### config.mk
export PLATFORM = sky130hd
export DESIGN_NAME = meta_pack_queue
export DESIGN_NICKNAME = d
export VERILOG_FILES = /design/src/rtl/meta_pack_queue.sv
export SDC_FILE = /design/constraint.sdc
export NUM_CORES = 1
export LEC_CHECK = 0
export ABC_AREA = 1
export CORE_MARGIN = 2
export CORE_UTILIZATION = 59
export CTS_CLUSTER_DIAMETER = 50
export DETAILED_ROUTE_END_ITERATION = 8
export GPL_TIMING_DRIVEN = 1
export HOLD_SLACK_MARGIN = 0.1
export PLACE_DENSITY = 0.87
export REMOVE_ABC_BUFFERS = 1
export SKIP_LAST_GASP = 1
export SLEW_MARGIN = 20
export SYNTH_ARGS = -nofsm -noshare
export SYNTH_HDL_FRONTEND = slang
export SYNTH_SLANG_ARGS = --single-unit
### constraint.sdc
create_clock -name clk -period 11.67 [get_ports clk]
set_clock_uncertainty 0.2 [all_clocks]
set_input_delay 1.7505 -clock clk [delete_from_list [all_inputs] [get_ports clk]]
set_output_delay 1.7505 -clock clk [all_outputs]
set_load 0.05 [all_outputs]
### src/rtl/meta_pack_queue.sv
// L2 metadata packager: captures at most one record per frame and queues it in a
// DEPTH-entry first-word-fall-through FIFO with a valid/ready output and a saturating drop counter.
module meta_pack_queue #(
    parameter int DEPTH       = 4,
    parameter int EMIT_AT_END = 0,
    parameter int DROP_CNT_W  = 16
) (
    input  logic                     clk,
    input  logic                     rst,
    input  logic                     frame_start,
    input  logic                     frame_end,
    input  logic [47:0]              dest_mac,
    input  logic [47:0]              src_mac,
    input  logic [15:0]              resolved_ethertype,
    input  logic                     vlan_present,
    input  logic [11:0]              vlan_id,
    input  logic [4:0]               l2_header_len,
    input  logic                     proto_valid,
    input  logic                     is_ipv4,
    input  logic                     is_ipv6,
    input  logic                     is_arp,
    input  logic                     is_unknown,
    output logic                     m_valid,
    input  logic                     m_ready,
    output logic [47:0]              m_dest_mac,
    output logic [47:0]              m_src_mac,
    output logic [15:0]              m_ethertype,
    output logic                     m_vlan_present,
    output logic [11:0]              m_vlan_id,
    output logic [4:0]               m_l2_header_len,
    output logic [3:0]               m_proto,
    output logic [$clog2(DEPTH):0]   level,
    output logic [DROP_CNT_W-1:0]    drop_cnt
);
    localparam int AW = $clog2(DEPTH);
    localparam int LW = AW + 1;

    typedef struct packed {
        logic [47:0] dest;
        logic [47:0] src;
        logic [15:0] etype;
        logic        vlan_pres;
        logic [11:0] vlan_id;
        logic [4:0]  hdr_len;
        logic [3:0]  proto;
    } rec_t;

    rec_t          in_rec, stage_rec, push_rec, head;
    rec_t          mem [DEPTH];
    logic [AW-1:0] wr_ptr, rd_ptr;
    logic          in_frame, captured, staged;
    logic          accept, push, pop, full, wr_en, drop;

    always_comb begin
        in_rec.dest      = dest_mac;
        in_rec.src       = src_mac;
        in_rec.etype     = resolved_ethertype;
        in_rec.vlan_pres = vlan_present;
        in_rec.vlan_id   = vlan_id;
        in_rec.hdr_len   = l2_header_len;
        in_rec.proto     = {is_unknown, is_arp, is_ipv6, is_ipv4};

        // A frame_start in this cycle opens a fresh frame, so capture is allowed regardless of captured.
        accept   = proto_valid && (frame_start || (in_frame && !captured));
        push     = 1'b0;
        push_rec = in_rec;
        if (EMIT_AT_END == 0) begin
            push = accept;
        end else if (frame_end) begin
            // With a coincident frame_start, frame_end closes the old frame; a new accept goes to staging.
            if (staged) begin
                push     = 1'b1;
                push_rec = stage_rec;
            end else if (accept && !frame_start) begin
                push = 1'b1;
            end
        end

        pop   = (level != '0) && m_ready;
        full  = (level == LW'(DEPTH));
        wr_en = push && (!full || pop);
        drop  = push && full && !pop;
    end

    always_ff @(posedge clk or posedge rst) begin
        if (rst) begin
            in_frame  <= 1'b0;
            captured  <= 1'b0;
            staged    <= 1'b0;
            stage_rec <= '0;
        end else begin
            if (frame_start) begin
                in_frame <= 1'b1;
                captured <= accept;
            end else begin
                if (frame_end) in_frame <= 1'b0;
                if (accept)    captured <= 1'b1;
            end
            if (EMIT_AT_END != 0) begin
                // frame_start discards any staged record of an aborted frame.
                if (frame_start)    staged <= accept;
                else if (frame_end) staged <= 1'b0;
                else if (accept)    staged <= 1'b1;
            end
            if (accept) stage_rec <= in_rec;
        end
    end

    always_ff @(posedge clk) begin
        if (wr_en) mem[wr_ptr] <= push_rec;
    end

    always_ff @(posedge clk or posedge rst) begin
        if (rst) begin
            wr_ptr   <= '0;
            rd_ptr   <= '0;
            level    <= '0;
            drop_cnt <= '0;
        end else begin
            if (wr_en) wr_ptr <= wr_ptr + AW'(1);
            if (pop)   rd_ptr <= rd_ptr + AW'(1);
            if (wr_en && !pop)      level <= level + LW'(1);
            else if (pop && !wr_en) level <= level - LW'(1);
            if (drop && (drop_cnt != '1)) drop_cnt <= drop_cnt + DROP_CNT_W'(1);
        end
    end

    // Fields are forced to zero while empty so stale or uninitialised storage never shows.
    always_comb begin
        m_valid         = (level != '0);
        head            = m_valid ? mem[rd_ptr] : '0;
        m_dest_mac      = head.dest;
        m_src_mac       = head.src;
        m_ethertype     = head.etype;
        m_vlan_present  = head.vlan_pres;
        m_vlan_id       = head.vlan_id;
        m_l2_header_len = head.hdr_len;
        m_proto         = head.proto;
    end
endmodule

==> results.md, run 1 <==
Placement:
- Input and output buffers added on the ports amount to about 290.
- The routability congestion estimate is between 0.8 and 0.9.
- The half-perimeter wire length after placement is 29000 um.
- Summing all placed instances gives a cell area of ~25000 um^2.

Worst setup path:
- The worst register-to-register path ends at mem[2][127].
- The data arrival at the endpoint of the critical path is between 4000 and 5000 ps.
- STA puts the critical path data required time at 9720 ps.
- The start-to-end type of the worst setup path is reg2out.
- The launch instance of the worst register-to-register path is captured.
- The depth of the worst register-to-register path is 7.
- Along the worst path, the maximum fanout reaches approximately 160.
- The kind of start point of the critical path is a flip-flop.
- In this run the worst setup path begins at rd_ptr[0].
- The worst setup path is captured at a primary output.
- In this run the register-to-register setup slack is a little over 8000 ps.
- The critical path capture point is m_dest_mac[20].

Timing:
- Derived from the worst setup path, the maximum achievable clock frequency is 149 MHz.
- The final-report max-slew violation count is 0.
- For the pin with the worst max-slew slack, the measured transition is 1130 ps.
- The number of endpoints with negative hold slack in the final report is 0.
- In the final timing run, aggregate negative setup slack is 0 ps.
- The final setup violation count is 0.
- The period utilization is 57.6%.
- Final hold analysis gives a worst-case slack of around 320 ps.
- The minimum clock period is slightly below 7000 ps.
- Setup repair after global routing left no endpoint under its margin.
- In this run the tightest slew margin relative to its limit is about 25%.

Finish:
- The most common cell after layout, fill and taps aside is sky130_fd_sc_hd__nor2_1.
- The proportion of layout cells with a drive suffix above 1 is 5.79%.
- The multi-input combinational cells in the finished layout cover a total of between 4000 and 5000 um^2.
- The finished cells cover approximately 27000 um^2.
- The number of nets in the layout is 2192.
- The number of inserted filler cells in the final layout is approximately 2200.
- In the layout the commonest cells are 559 x sky130_fd_sc_hd__nor2_1, 536 x sky130_fd_sc_hd__edfxtp_1, 293 x sky130_fd_sc_hd__clkdlybuf4s50_1.
- The final core utilization is roughly 73%.
- The sequential cell area in the final layout is approximately 17000 um^2.
- The area growth from synthesis to layout is 22.6%.

Global routing:
- The global-route usage over all layers is ~28%.
- The number of antenna violations at the first check in global routing is 2.
- The first-pass GRT wire length is approximately 82000 um.
- The pin count of the biggest net entering global routing is approximately 160.
- After global routing the overflow that remains totals 0.
- The number of global-route vias before repair was 15200.

Run:
- Across the run, the number of max-cap violations was 0.

Logic synthesis:
- The synthesized design spends more area on one cell type than any other, namely sky130_fd_sc_hd__edfxtp_1.
- In this run the mean area of a mapped cell was roughly 12 um^2.
- The number of warnings printed during yosys synthesis is 0.
- After technology mapping, the gate count stands at approximately 1800.
- The total standard cell area after synthesis is 22200 um^2.
- The synthesized-area fraction occupied by and/or/nand/nor cells is a little under an eighth.
- The xor/xnor share of the synthesized area is less than 1%.
- The distinct cell type count after synthesis is 29.
- After synthesis, the share of cell area in mux cells is less than 1%.
- By area, the combinational part of the netlist is dominated by simple AND/OR/NAND/NOR gates.
- By area the synthesized netlist is led by sky130_fd_sc_hd__edfxtp_1 73%, sky130_fd_sc_hd__nor2_1 9.5%, sky130_fd_sc_hd__o21ai_1 4.2%, sky130_fd_sc_hd__a21oi_1 3.0%, sky130_fd_sc_hd__dfrtp_1 2.8%.
- The number of storage elements in the synthesis netlist is approximately 560.
- The compound-cell area share of the yosys netlist is 9.26%.
- Of the total synthesized cell area, the portion taken by full adders, half adders and majority gates is less than 1%.
- The top cell type by area accounts for between 70 and 80% of the synthesized area.
- The fraction of the yosys area taken by sequential cells is 75.3%.

Run status:
- The run finished with clean final reports.

Min path:
- The tightest min-delay check is of the reg2reg type.

Pwr:
- In this run the power density over the cells is 311 nW/um^2.
- In this run the static leakage power is a little over 0.009 uW.
- The largest vdd supply drop is around 0.00023 V.

Clocking:
- The number of buffers added by the clock tree synthesis step is 55.
- The depth of the CTS H-tree is 2.
- The clock edge transition at the registers on the reported setup and hold paths is ~60 ps.
- The CTS tree is built.
- Once the clock tree was built, the resizer swapped 0 gates to a different size.
- Buffers inserted to repair hold after CTS numbered 0.
- The maximum count of clock buffers along a single path is 3.
- For this design, the sink count on the clock tree is roughly 560.
- The post-CTS setup buffer count is 0.
- For the worst-skew pair, the clock arrives at the later sink with an insertion delay of just under 600 ps.
- The cell chosen for the clock root is sky130_fd_sc_hd__clkbuf_16.

Drt:
- The detailed-route wire length per cell is 21.0 um.
- The post-detailed-route via-to-cell ratio is 5.83.
- The detailed-route wire length is ~54000 um.
- The via count is between 10000 and 15000.
- The first routing iteration left approximately 1400 violations.
- The number of DRC violations after detailed routing is 0.
- In this run the remaining antenna-violating nets after routing total 0.
- The detailed-router iteration count before antenna repair is 5.

Floorplan:
- The die covers around 39000 um^2.
- The initial utilization of the core area, before any placement, comes to 59.5%.
- The overall die height is roughly 200 um.
- After floorplanning, the core was sized to cover between 30000 and 40000 um^2.
- The number of rows created at floorplan is 71.
- The number of ports placed on the die boundary is 294.
- From left edge to right edge, the die measures 198 um.
power by group:
| group | internal [uW] | total, uW | leakage, uW | switching [uW] |
|---|---|---|---|---|
| Sequential | 2480 | 2650 | 0.00519 | 170 |
| Clock | 1080 | 1810 | 0.000903 | 728 |
| Combinational | 1170 | 4010 | 0.00310 | 2840 |
| Total | 4730 | 8470 | 0.00919 | 3740 |
area by class of cell:
cell class | instances | share of cell area, %
clock buffer | 76 | 5.69
clock inverter | 25 | 1.17
inverter | 33 | 0.501
timing repair buffer | 308 | 11.2
tap | 474 | 2.18
antenna | 2 | 0.0184
multi-input combinational | 1086 | 17.8
sequential | 561 | 61.5
how the worst min path moves through the flow:
| stage | start | endpoint | slack [ps] | cells after the start |
|---|---|---|---|---|
| after floorplan | captured | captured | 260 | 2 |
| after global placement | captured | captured | 280 | 2 |
| after detailed placement | captured | captured | 290 | 2 |
| after CTS | captured | captured | 330 | 2 |
| after global routing | captured | captured | 350 | 2 |
| final | captured | captured | 320 | 2 |
per-layer routing:
metal,part of all wire [%],track usage (%),wire length (um)
met5,0,0,0
met4,3.2,11.8,1740
met3,9.0,5.81,4880
met2,50,46.2,26800
met1,38,35.3,20600
registers in the layout, indices dropped and copies added, names as in the netlist:
| name | count |
|---|---|
| rd_ptr | 2 |
| captured | 1 |
| level | 3 |
| in_frame | 1 |
| mem | 536 |
| drop_cnt | 16 |
| wr_ptr | 2 |
per-stage QoR:
step | power (uW) | instances | setup slack, ps
2_1_floorplan | 5360 | 1680 | 2010
3_3_place_gp | 6560 | 2462 | 5630
3_5_place_dp | 6650 | 2462 | 5500
4_1_cts | 8490 | 2563 | 4830
5_1_grt | 8820 | 2565 | 4750
6_report | 8470 | 2565 | 4950
worst max-delay path, stage by stage, from the launching register on:
cell and delay [ps]:
sky130_fd_sc_hd__dfrtp_4 840, sky130_fd_sc_hd__inv_8 810, sky130_fd_sc_hd__buf_4 930, sky130_fd_sc_hd__o21ai_1 230
sky130_fd_sc_hd__a21oi_1 260, sky130_fd_sc_hd__clkdlybuf4s50_1 920
cell usage after synthesis, drive strengths merged:
library cell / number
nor2: 568
fa: 1
o21ai: 275
edfxtp: 536
xor2: 4
nand3: 11
buf: 64
nand4: 8
xnor2: 6
nand2: 71
ha: 6
mux2: 1
a21oi: 135
dfrtp: 25
clkbuf: 40
inv: 33
kinds of logic (layout without fill, tap and decap cells):
logic type               count (synthesis)  count (layout)
XOR/XNOR                                10              10
AO/OA/AOI/OAI                          410             410
buffers and inverters                  137             442
other                                    0               2
flip-flops                             561             561
adder cells (fa/ha/maj)                  7               7
multiplexers                             1               1
AND/OR/NAND/NOR                        658             658
Note: power is estimated with default switching activity, not from simulation.
==> run 2, diff against run 1 <==
--- a/config.mk
+++ b/config.mk
@@ -7,12 +7,12 @@
 export LEC_CHECK = 0
 export ABC_AREA = 1
 export CORE_MARGIN = 2
-export CORE_UTILIZATION = 59
+export CORE_UTILIZATION = 50
 export CTS_CLUSTER_DIAMETER = 50
 export DETAILED_ROUTE_END_ITERATION = 8
 export GPL_TIMING_DRIVEN = 1
 export HOLD_SLACK_MARGIN = 0.1
-export PLACE_DENSITY = 0.87
+export PLACE_DENSITY = 0.78
 export REMOVE_ABC_BUFFERS = 1
 export SKIP_LAST_GASP = 1
 export SLEW_MARGIN = 20
==> constraint.sdc (replaced) <==
create_clock -name clk -period 5.7 [get_ports clk]
set_clock_uncertainty 0.2 [all_clocks]
set_input_delay 0.855 -clock clk [delete_from_list [all_inputs] [get_ports clk]]
set_output_delay 0.855 -clock clk [all_outputs]
set_load 0.05 [all_outputs]
==> run 2 against run 1 <==
Compared with the run above:
- first-iteration DRC count increased by 15%
- sequential power grew 100%
- critical path depth grew 1
- sequential share of layout area is 0.25 points lower
- largest cell class unchanged
- worst setup slack worse by 4000 ps
- wire length decreased by 4.9%
- hold slack lost 4.7 ps
- global-route usage down 5.7 points
==> results.md, run 2 (same netlist as run 1, synthesis figures left out) <==
Clocking:
- After clock tree synthesis, the flow added hold-fix buffers numbering 0.
- The CTS tree is built.
- Clock-pin slew was measured on the worst setup and hold paths at 60 ps.
- The source-to-sink clock delay at the later pin of the worst-skew pair is roughly 590 ps.
- The number of buffers added by the clock tree synthesis step is between 50 and 60.
- The cell chosen for the clock root is sky130_fd_sc_hd__clkbuf_16.
- Counting along the longest clock path gives a buffer depth of 3.
- The post-CTS setup buffer count is 0.
- Gates resized during post-CTS repair numbered 0.
- The depth of the CTS H-tree is 2.
- The clock sink count is around 560.

Timing:
- The minimum clock period is between 4000 and 5000 ps.
- Setup repair after global routing left no endpoint under its margin.
- Setup violations remaining at the end of the flow were counted as 0.
- The slew at the pin with the worst max-slew slack is ~1000 ps.
- Of the available clock period, the critical path in the final layout requires a little over 80%.
- The maximum operating frequency is between 200 and 250 MHz.
- The final-report max-slew violation count is 0.
- The remaining max-slew budget at the tightest pin is 31.9%.
- The number of endpoints with negative hold slack in the final report was 0.

Drt:
- After detailed routing, the average wire length per cell comes to around 19 um.
- The detailed-route wire length is 51300 um.
- The post-detailed-route via-to-cell ratio is approximately 5.5.
- The detailed router finished its first iteration with around 1600 violations.
- The antenna violation net count after detailed routing is 0.
- Detailed routing inserted a total of roughly 15000 vias.
- The number of DRC violations after detailed routing is 0.
- The detailed-router iteration count before antenna repair is 6.

Global routing:
- The total overflow reported by the global router is 0.
- The first-pass GRT wire length is 79500 um.
- Across every metal layer, demand over resource in global routing totals 22.0%.
- The number of global-route vias before repair came to 14400.
- The pin count of the biggest net entering global routing is 150.
- The number of antenna violations at the first check in global routing is 3.

Floorplan:
- The die covers 46100 um^2.
- The die is roughly 210 um tall.
- The core region is between 40000 and 50000 um^2.
- For this configuration, the core starts out at a cell density of 50.4%.
- From left edge to right edge, the die measures roughly 210 um.
- The number of rows created at floorplan is 77.
- Pin placement for this block handled 294 I/O pins.

Worst setup path:
- The required time of the worst setup path is 4640 ps.
- The start-to-end type of the worst setup path is reg2out.
- STA classifies the critical path startpoint as a flip-flop.
- The category of the worst setup path capture point is a primary output.
- The data arrival at the endpoint of the critical path is 3670 ps.
- The worst-path maximum fanout is approximately 130.
- The depth of the worst register-to-register path is 6.

Run status:
- The run finished with clean final reports.

Finish:
- The number of nets in the layout is approximately 2200.
- The largest register by flop count is mem.
- 0 antenna diodes ended up in the layout.
- Leaving out fill and tap cells, the most frequent cell in the layout is sky130_fd_sc_hd__nor2_1.
- The post-route netlist has 5.55% of its cells at a drive strength greater than 1.
- Compared with the post-synthesis result, the final layout area differs by 23.1%.
- The number of flip-flops in the largest register is between 500 and 600.
- In the final layout, the registers with the most flip-flops are mem x536, drop_cnt x16, level x3.
- The finished layout holds 2683 standard cells, fillers aside.
- The library cells used most frequently in the layout, excluding fill and tap cells, are 559 x sky130_fd_sc_hd__nor2_1, 536 x sky130_fd_sc_hd__edfxtp_1, 293 x sky130_fd_sc_hd__clkdlybuf4s50_1.

Pwr:
- For this design the static power due to leakage is slightly above 0.009 uW.
- Total power for the finished layout comes to around 17000 uW.
- For this design the ratio of total power to cell area is between 600 and 700 nW/um^2.
- Across the VDD grid, the largest voltage drop is approximately 0.00073 V.

Placement:
- The count of buffers inserted at the top-level ports is about 290.
- Routability-driven placement finished with a final weighted congestion of 0.794.
- Counting tap cells, the placed design contains a total of 2580 instances.
- The wire-length estimate of the detail-placed layout is approximately 29000 um.

Run:
- The count of maximum capacitance violations is 0.

Min path:
- The cell depth of the worst min-delay path is 2.
- The path class of the tightest hold or removal check is reg2reg.
[run 2: cell count changes in the layout (fill, tap and decap cells not counted), moves of 2 or more]
cell	previous run	this run
sky130_fd_sc_hd__diode_2	2	0
sky130_fd_sc_hd__clkinv_1	7	19
sky130_fd_sc_hd__buf_12	0	10
sky130_fd_sc_hd__buf_4	15	5
sky130_fd_sc_hd__clkbuf_1	14	9
sky130_fd_sc_hd__clkbuf_8	5	0
sky130_fd_sc_hd__clkinv_2	6	8
sky130_fd_sc_hd__inv_6	1	3
sky130_fd_sc_hd__bufinv_16	7	1
[run 2: critical path, stage by stage (launching register included)]
cell and delay, ps:
sky130_fd_sc_hd__dfrtp_4 1050, sky130_fd_sc_hd__inv_4 120, sky130_fd_sc_hd__buf_12 290, sky130_fd_sc_hd__nor2_1 220
sky130_fd_sc_hd__o21ai_0 110, sky130_fd_sc_hd__a21oi_1 270, sky130_fd_sc_hd__clkdlybuf4s50_1 870
[run 2: layout make-up]
type | instances | area, um^2
tap | 592 | 741
clock inverter | 36 | 224
sequential | 561 | 16700
fill | 3263 | 16700
inverter | 33 | 136
multi-input combinational | 1086 | 4830
clock buffer | 67 | 1490
timing repair buffer | 308 | 3170
[run 2: worst paths after layout]
kind	slack [ps]	endpoint	from
setup / recovery	980	m_dest_mac[42]	rd_ptr[1]
hold / removal	310	captured	captured
setup reg to reg	2880	mem[3][11]	captured
hold reg to reg	310	captured	captured
max in group asynchronous	4300	rd_ptr[1]	rst
min in group asynchronous	480	drop_cnt[3]	rst
[run 2: where the power goes]
part / switching [uW] / leakage [uW] / internal [uW]
Sequential: 269 / 0.00519 / 5080
Clock: 1500 / 0.000834 / 1900
Combinational: 5790 / 0.00313 / 2450
[run 2: through the flow]
step | util [%] | area (um^2) | setup WS, ps | hold WS [ps] | TNS [ps]
after floorplan | - | 21700 | -3060 | 262 | -1475910
after CTS | 62.0 | 27300 | 991 | 322 | 0
final | 62.0 | 27300 | 978 | 314 | 0
after detailed placement | 58.2 | 25600 | 1650 | 305 | 0
after global routing | 62.0 | 27300 | 794 | 369 | 0
after global placement | 58.2 | 25600 | 1670 | 280 | 0
[run 2: layer usage]
layer	global-route usage (%)	vias to the layer above	share of wire, %
li1	-	6809	-
met2	36.1	604	49
met5	0	-	0.070
met1	30.0	7125	41
met4	6.23	6	2.0
met3	4.28	85	7.7
==> run 3, diff against run 2 <==
==> constraint.sdc (replaced) <==
create_clock -name clk -period 3.94 [get_ports clk]
set_clock_uncertainty 0.2 [all_clocks]
set_input_delay 0.591 -clock clk [delete_from_list [all_inputs] [get_ports clk]]
set_output_delay 0.591 -clock clk [all_outputs]
set_load 0.05 [all_outputs]
==> run 3 against run 2 <==
Compared with the run above:
- combinational power up 44%
- clock power up 53%
- wire length down 1.1%
- register-to-register slack worse by 1600 ps
- power up 46%
- first-iteration DRC count down 12%
- cell area up 0.56%
- utilization up 0.35 points
- non-clock buffer count up 21
- largest cell class unchanged
==> results.md, run 3 (same netlist as run 1, synthesis figures left out) <==
Run status:
- The run finished with clean final reports.

Timing:
- In this run the tightest slew margin relative to its limit is 51.9%.
- The number of endpoints with negative hold slack in the final report is 0.
- The minimum clock period is between 3000 and 4000 ps.
- Adding up every negative setup slack in the final design gives 0 ps.
- The final-report max-slew violation count is 0.
- Setup slack closes at around 170 ps.
- The period utilization is approximately 96%.
- Setup repair after global routing left no endpoint under its margin.
- At the pin with the least slew margin, the transition time is around 720 ps.
- Timing would allow up to roughly 270 MHz.
- The final setup violation count is 0.

Finish:
- The number of flip-flops in the largest register is 536.
- The top cell types in the final layout, fill and taps aside, are 559 x sky130_fd_sc_hd__nor2_1, 536 x sky130_fd_sc_hd__edfxtp_1, 206 x sky130_fd_sc_hd__clkdlybuf4s50_1.
- The area growth from synthesis to layout is 23.8%.
- In the final layout, the registers with the most flip-flops are mem x536, drop_cnt x16, level x3.
- Of the cells placed in the final design, the portion with a size suffix greater than 1 is between 10% and 20%.
- The library cell used most frequently in the layout, excluding fill and tap cells, is sky130_fd_sc_hd__nor2_1.
- In the final design database the tool counted between 2000 and 2500 nets.
- The finished layout cell area is 27500 um^2.
- The largest register by flop count is mem.

Pwr:
- In this run the power density over the cells is 902 nW/um^2.
- The worst-case IR drop observed on VDD is around 0.00068 V.
- The leakage power summed over all cells is 0.00945 uW.
- The post-layout total power is approximately 25000 uW.

Global routing:
- The total overflow reported by the global router is 0.
- For this run, global-route usage on met3 was measured as approximately 5.3%.
- The number of antenna violations at the first check in global routing was 4.
- The global-route usage over all layers is 21.6%.
- The most heavily used metal layer in global routing is met2.
- The pin count of the biggest net entering global routing is 93.
- For this run, global-route usage on met2 was measured as about 36%.
- The first global-routing pass estimated roughly 78000 um of wire.
- The number of global-route vias before repair is roughly 14000.
- Global routing consumed, on the met1 layer, approximately 28% of the routing resources.

Min path:
- The class of the most critical hold timing path is in2async.

Floorplan:
- The initialized floorplan defines 77 standard-cell rows.
- The core region is roughly 44000 um^2.
- The die is around 210 um wide.
- The overall die height is ~210 um.
- The number of ports placed on the die boundary is just under 300.
- The starting utilization of the core area is around half.
- The die area is 46100 um^2.

Placement:
- After legalization and detailed placement, the total HPWL measured 30100 um.
- In this run the tool buffered the top-level ports with between 200 and 300 buffer cells.
- The routability congestion estimate is 0.828.
- Timing analysis after detailed placement gives a worst setup slack of ~760 ps.
- The total placed instance area is between 20000 and 30000 um^2.

Clocking:
- The number of cells upsized or downsized after cts is 0.
- The post-CTS setup buffer count is 0.
- Buffers inserted to repair hold after CTS numbered 0.
- The clock sink count is between 500 and 600.
- At the later pin of the worst-skew pair, clock insertion delay measures about 600 ps.
- The depth of the CTS H-tree is 2.
- Counting along the longest clock path gives a buffer depth of 3.
- The clock edge transition at the registers on the reported setup and hold paths is 60 ps.
- The CTS tree is built.
- CTS placed an instance of sky130_fd_sc_hd__clkbuf_16 at the clock tree root.
- The number of buffers added by the clock tree synthesis step is 56.

Drt:
- The first detailed-routing pass ran for 5 iterations.
- The detailed-route wire length per cell is roughly 19 um.
- The starting DRC count in detailed routing is 1412.
- The via count is 14600.
- The detailed-route wire length is roughly 50000 um.
- The post-detailed-route via-to-cell ratio is roughly 5.4.
- In the routed design, unresolved DRC markers number 0.
- The antenna violation net count after detailed routing is 0.

Worst setup path:
- The worst-path maximum fanout is 62.
- The required time of the worst setup path is roughly 3200 ps.
- At the worst endpoint, the arrival time is 2980 ps.
- The kind of start point of the critical path is a flip-flop.
- The depth of the worst register-to-register path is 8.
- The start-to-end type of the worst setup path is reg2out.
- The category of the worst setup path capture point is a primary output.

Run:
- The count of maximum capacitance violations is 0.
==> run 3: cell types whose count changed in the layout (fill, tap and decap cells not counted), moves of 3 or more <==
cell                              change
sky130_fd_sc_hd__buf_4               +99
sky130_fd_sc_hd__clkdlybuf4s50_1     -87
sky130_fd_sc_hd__buf_12               +9
sky130_fd_sc_hd__clkinv_1             -8
sky130_fd_sc_hd__bufinv_16            +5
sky130_fd_sc_hd__clkbuf_1             +4
sky130_fd_sc_hd__clkinv_2             +4
sky130_fd_sc_hd__diode_2              +3
==> run 3: final timing paths <==
check                                 end  slack [ps]  startpoint
min in group clk                 captured         320    captured
hold / removal                drop_cnt[4]         210         rst
setup / recovery           m_dest_mac[40]         170   rd_ptr[0]
hold reg to reg                  captured         320    captured
setup reg to reg                 level[1]        1310    level[0]
max in group asynchronous       rd_ptr[0]        2700         rst
==> run 3: critical path, stage by stage (launching register included) <==
cell and delay, ps:
sky130_fd_sc_hd__dfrtp_4 610, sky130_fd_sc_hd__inv_8 330, sky130_fd_sc_hd__buf_4 260, sky130_fd_sc_hd__o21ai_0 110
sky130_fd_sc_hd__a21oi_1 190, sky130_fd_sc_hd__clkdlybuf4s50_1 840
==> run 3: final cells by class <==
cell class / instances / area [um^2]
clock inverter: 34 / 328
clock buffer: 70 / 1480
timing repair buffer: 329 / 3220
tap: 592 / 741
antenna: 3 / 7.51
inverter: 33 / 136
multi-input combinational: 1086 / 4830
sequential: 561 / 16700
fill: 3230 / 16600
==> run 3: where the power goes <==
part	internal [uW]	switching (uW)	total, uW	leakage (uW)
Sequential	7340	272	7620	0.00519
Combinational	3400	8530	11900	0.00337
Clock	3040	2170	5220	0.000890
Total	13800	11000	24800	0.00945
==> run 3: stage by stage <==
stage | cells | util, % | hold WS (ps)
after detailed placement | 2601 | 58.3 | 298
after global placement | 2601 | 58.3 | 291
after global routing | 2705 | 62.4 | 250
after floorplan | 1680 | - | 262
after CTS | 2705 | 62.4 | 201
final | 2708 | 62.4 | 210
==> run 3: layer usage <==
metal / wire length, um / up-vias / part of all wire (%)
met2: 24800 / 497 / 49
li1: - / 6857 / -
met4: 1300 / 0 / 2.6
met3: 4120 / 86 / 8.1
met5: 0 / - / 0
met1: 20500 / 7149 / 40
